### config.mk
export PLATFORM = sky130hd
export DESIGN_NAME = out_uart_tx
export DESIGN_NICKNAME = d
export VERILOG_FILES = /design/src/rtl/out_uart_tx.sv
export SDC_FILE = /design/constraint.sdc
export NUM_CORES = 1
export LEC_CHECK = 0
export CAP_MARGIN = 0
export CORE_MARGIN = 2
export CORE_UTILIZATION = 35
export CTS_CLUSTER_SIZE = 24
export DETAILED_ROUTE_END_ITERATION = 7
export PLACE_DENSITY = 0.53
export SLEW_MARGIN = 10
export SYNTH_ARGS = -nofsm -noshare
export SYNTH_HDL_FRONTEND = slang
export SYNTH_SLANG_ARGS = --single-unit
### constraint.sdc
create_clock -name clk -period 8.9 [get_ports clk]
set_clock_uncertainty 0.2 [all_clocks]
set_input_delay 0.89 -clock clk [delete_from_list [all_inputs] [get_ports clk]]
set_output_delay 0.89 -clock clk [all_outputs]
set_load 0.05 [all_outputs]
### src/rtl/out_uart_tx.sv
// Serial console sink: buffers words loaded into the CPU output register and
// prints each one as uppercase ASCII hex plus a line feed over an 8N1 UART line.
module out_uart_tx #(
    parameter int DATA_WIDTH   = 16,
    parameter int CLKS_PER_BIT = 868,
    parameter int FIFO_DEPTH   = 4
) (
    input  logic                          clk,
    input  logic                          rst,
    input  logic                          i_load,
    input  logic [DATA_WIDTH-1:0]         i_load_data,
    output logic                          o_tx,
    output logic                          o_busy,
    output logic                          o_overflow,
    output logic [$clog2(FIFO_DEPTH):0]   o_count
);

    localparam int NCHAR  = DATA_WIDTH / 4 + 1;
    localparam int IDX_W  = $clog2(FIFO_DEPTH);
    localparam int PTR_W  = IDX_W + 1;
    localparam int BAUD_W = $clog2(CLKS_PER_BIT);
    localparam int CIDX_W = $clog2(NCHAR);

    typedef enum logic [1:0] {IDLE, START, DATA, STOP} state_t;

    logic [DATA_WIDTH-1:0] mem [FIFO_DEPTH];
    logic [PTR_W-1:0]      wr_ptr, rd_ptr, count;
    logic                  full, empty, push, pop;
    logic [DATA_WIDTH-1:0] head;

    state_t                state, state_d;
    logic [BAUD_W-1:0]     baud, baud_d;
    logic                  baud_done;
    logic [2:0]            bit_idx, bit_idx_d;
    logic [CIDX_W-1:0]     char_idx, char_idx_d;
    logic [DATA_WIDTH-1:0] word, word_d, next_word;
    logic [7:0]            char_q, char_d;
    logic                  tx_d;

    function automatic logic [7:0] hex_char(input logic [3:0] n);
        return (n < 4'd10) ? 8'h30 + {4'h0, n} : 8'h37 + {4'h0, n};
    endfunction

    assign count = wr_ptr - rd_ptr;
    assign full  = (count == PTR_W'(FIFO_DEPTH));
    assign empty = (count == '0);
    assign head  = mem[rd_ptr[IDX_W-1:0]];
    // A pop frees a slot this same edge, so a load into a full FIFO still fits.
    assign push  = i_load & (~full | pop);

    always_ff @(posedge clk or posedge rst) begin
        if (rst) begin
            wr_ptr     <= '0;
            rd_ptr     <= '0;
            o_overflow <= 1'b0;
        end else begin
            if (push)
                wr_ptr <= wr_ptr + 1'b1;
            if (pop)
                rd_ptr <= rd_ptr + 1'b1;
            if (i_load & full & ~pop)
                o_overflow <= 1'b1;
        end
    end

    // NOTE: storage is deliberately left out of reset; the pointers alone define
    // which entries are valid, so clearing the array would only add reset fanout.
    always_ff @(posedge clk) begin
        if (push)
            mem[wr_ptr[IDX_W-1:0]] <= i_load_data;
    end

    always_ff @(posedge clk or posedge rst) begin
        if (rst) begin
            state    <= IDLE;
            baud     <= '0;
            bit_idx  <= '0;
            char_idx <= '0;
            word     <= '0;
            char_q   <= '0;
            o_tx     <= 1'b1;
        end else begin
            state    <= state_d;
            baud     <= baud_d;
            bit_idx  <= bit_idx_d;
            char_idx <= char_idx_d;
            word     <= word_d;
            char_q   <= char_d;
            o_tx     <= tx_d;
        end
    end

    assign baud_done = (baud == BAUD_W'(CLKS_PER_BIT - 1));
    assign next_word = word << 4;

    // NOTE: every signal gets a default before the case so no path leaves one
    // unassigned, which would otherwise infer a latch.
    always_comb begin
        state_d    = state;
        baud_d     = baud + 1'b1;
        bit_idx_d  = bit_idx;
        char_idx_d = char_idx;
        word_d     = word;
        char_d     = char_q;
        pop        = 1'b0;
        case (state)
            IDLE: begin
                baud_d = '0;
                if (!empty) begin
                    pop        = 1'b1;
                    state_d    = START;
                    word_d     = head;
                    char_idx_d = '0;
                    char_d     = hex_char(head[DATA_WIDTH-1 -: 4]);
                end
            end
            START: begin
                if (baud_done) begin
                    state_d   = DATA;
                    baud_d    = '0;
                    bit_idx_d = '0;
                end
            end
            DATA: begin
                if (baud_done) begin
                    baud_d = '0;
                    if (bit_idx == 3'd7)
                        state_d = STOP;
                    else
                        bit_idx_d = bit_idx + 1'b1;
                end
            end
            STOP: begin
                if (baud_done) begin
                    baud_d = '0;
                    if (char_idx == CIDX_W'(NCHAR - 1)) begin
                        state_d = IDLE;
                    end else begin
                        // Chain straight into the next character with no idle gap.
                        state_d    = START;
                        char_idx_d = char_idx + 1'b1;
                        word_d     = next_word;
                        char_d     = (char_idx_d == CIDX_W'(NCHAR - 1)) ? 8'h0A
                                   : hex_char(next_word[DATA_WIDTH-1 -: 4]);
                    end
                end
            end
            default: state_d = IDLE;
        endcase
    end

    // Line level is decoded from the upcoming state and then registered.
    always_comb begin
        tx_d = 1'b1;
        case (state_d)
            START:   tx_d = 1'b0;
            DATA:    tx_d = char_d[bit_idx_d];
            default: tx_d = 1'b1;
        endcase
    end

    assign o_busy  = (state != IDLE) | ~empty;
    assign o_count = count;

endmodule

==> results.md <==
- Status: finished clean
- CP bufs+invs: 2
- Largest net degree at the start of global routing: 47
- Fmax: 0.241 GHz
- Post-CTS Resized: 0
- Hold slack: 0.267 ns
- Sequential cell area: 3070 µm²
- Num ports: 25
- Number of synthesized register bits: 110
- TNS Setup: 0 ns
- Syn avg cell area: around 14 µm²
- Final Util: 0.411
- Die area: 15200 µm²
- Hold buffer count at cts: 0
- Via density: between 5 and 6
- Final number of max-transition violations: 0
- Fin crit share: 0.466
- Share of layout cells above drive strength 1: 0.113
- Final HPWL DP: 6190 µm
- Top cell family by delay on the critical path: buffers and inverters
- Area contributors post-synth: edfxtp_1, dfrtp_1, mux4_2, ha_1, nand2_1
- Crit path max-delay cell type: dfrtp_1
- Critical path arrival: 3.05 ns
- Core Region: 13900 µm²
- Mapped Area: 4980 µm²
- Cell taking the most area after synthesis: edfxtp_1
- Drt pass-1 iters: 4
- First-pass GRT wire length: 15500 µm
- Min Tclk post-route: between 4 and 5 ns
- Startpoint Class: flip-flop
- Final Hold Fails: 0
- VDD IR-drop max: 0.149 mV
- Fin cells: between 500 and 600
- Global placer's final weighted congestion: between 0.7 and 0.8
- Static leakage: 0.00221 µW
- Row cnt: 43
- Most frequent cell after synthesis: edfxtp_1
- Worst EP required: 7.81 ns
- Commonest cells post-synth: edfxtp_1, dfrtp_1, nand2_1
- Normalized max-slew margin: 0.338
- P&R area growth vs syn: 14.7%
- Initial Utilization: 0.359
- Final setup fails: 0
- Antenna violations before repair: 0
- Drc violations: 0
- Synth top area share: 0.386
- Clock Tree Root: clkbuf_16
- Vias in the first global route: 2996
- GRT overflow: 0
- Reg2reg start: rd_ptr[1]
- Post-route ant nets: 0
- Warnings, synthesis: 0
- Worst-margin pin slew: ~0.99 ns
- Worst setup path class: reg -> out
- Synth async-reset ratio: 0.418
- Clk slew on worst S/H paths: 0.08 ns
- Total global-route track usage: 0.139
- Hold Path Class: reg -> reg
- Hold_sp: o_overflow
- Die width: 123 µm
- Pwr Density: between 300 and 400 nW/µm²
- Port Buffer Count: 24
- Worst-Skew Late Latency: 0.36 ns
- Setup Fix Bufs, Post-CTS: 0
- TritonCTS Buffers: 9
- Post-synth top flop: edfxtp_1
- Worst setup path startpoint: rd_ptr[1]
- Htree depth: 3
- Clock Path Buffers: 2
- CP peak stage delay: 0.75 ns
- Pwr Total: 2070 µW
- Placed cell count: around 550
- Area of the multi-input gates: approximately 1800 µm²
- Final wirelength: roughly 9500 µm
- Post-Synthesis Cells: 360
- Die Y: 123 µm
- DR WL/cell: between 15 and 20 µm
- Worst Path Max Fanout: 20
- Fill cells: 1296
- Ant diodes: 0
- Seq/Total Area, Yosys: 0.618
- RSZ-0062 raised after global routing: false
- Critical-path cell list: fa_1, xor3_2, nor3_2, inv_1, clkdlybuf4s50_1
- Via count: ~2900
- Fin nets: 424
- Syn Nets: 399
- CTS tree: yes
- Synth cell types: 57
- CTS sink count: 110
- Max cap viols: 0
- Critical path endpoint category: output port
- 1st-iter DRT viols: 138
- Number of synthesized flops with an enable pin: 64
## cell families after synthesis
kind of cell / Yosys count / share of synthesized area
fa+ha+maj: 20 / 0.0518
simple gates: 97 / 0.0958
compound gates: 57 / 0.0842
flops: 110 / 0.618
xor+xnor: 17 / 0.0332
buf+inv: 35 / 0.0282
mux: 24 / 0.0892
## worst register-to-register path, stage by stage, from the launching register on
cell and delay (ns):
dfrtp_1 0.75, fa_1 0.59, xor3_2 0.30, nor3b_1 0.18, nor2b_1 0.33, and2_1 0.84
## power by group
| part | switching [µW] | leakage, µW | internal (µW) |
|---|---|---|---|
| Combinational | 515 | 0.000890 | 356 |
| Clock | 198 | 0.000154 | 225 |
| Sequential | 83.4 | 0.00117 | 691 |
## cell usage in the layout (no fill, tap or decap), types with 3 or more instances in the layout
master / n
a22o_1: 5
ha_1: 19
xor2_1: 8
dfrtp_1: 45
edfxtp_1: 64
nor3b_1: 3
mux2_2: 3
a221o_1: 4
a21oi_1: 6
a31oi_1: 11
inv_1: 22
a21o_1: 4
a211o_1: 3
nand3_1: 5
clkdlybuf4s50_1: 24
nand4_1: 3
nor3_1: 4
clkbuf_16: 9
nand2_1: 31
inv_8: 3
mux4_2: 16
and2_1: 8
o21ai_0: 7
mux2i_1: 5
xnor2_1: 8
nor2_1: 27
## final cells by class
| cell class | count | share of cell area |
|---|---|---|
| clock buffer | 9 | 0.0394 |
| clock inverter | 7 | 0.0149 |
| inverter | 24 | 0.0158 |
| multi-input combinational | 215 | 0.309 |
| sequential | 110 | 0.538 |
| tap | 180 | 0.0394 |
| timing repair buffer | 25 | 0.0434 |
## layer usage
layer  global-route usage  wire, µm
met2                0.238      4770
met3               0.0401       294
met5                    0         0
met1                0.166      4290
met4               0.0540       176
## worst paths after layout
| kind | to | slack, ns | cells after the start |
|---|---|---|---|
| hold reg to reg | o_overflow | 0.27 | 1 |
| max in group asynchronous | char_q[7] | 7.01 | 2 |
| min in group asynchronous | baud[3] | 0.88 | 2 |
| setup / recovery | o_busy | 4.76 | 5 |
| setup reg to reg | mem[3][14] | 5.31 | 5 |
| hold / removal | o_overflow | 0.27 | 1 |
## state kept, by name (all words and copies together) (netlist names)
name        count
bit_idx         3
baud           10
o_overflow      1
o_tx            1
mem            64
char_idx        3
char_q          8
word           12
state           2
wr_ptr          3
rd_ptr          3
## per-stage QoR
step | instance area [µm²] | setup WS [ns]
after floorplan | 4980 | 5.81
after global placement | 5400 | 5.15
after detailed placement | 5400 | 5.14
after CTS | 5710 | 4.70
after global routing | 5710 | 4.53
final | 5710 | 4.76
Note: power is estimated with default switching activity, not from simulation.
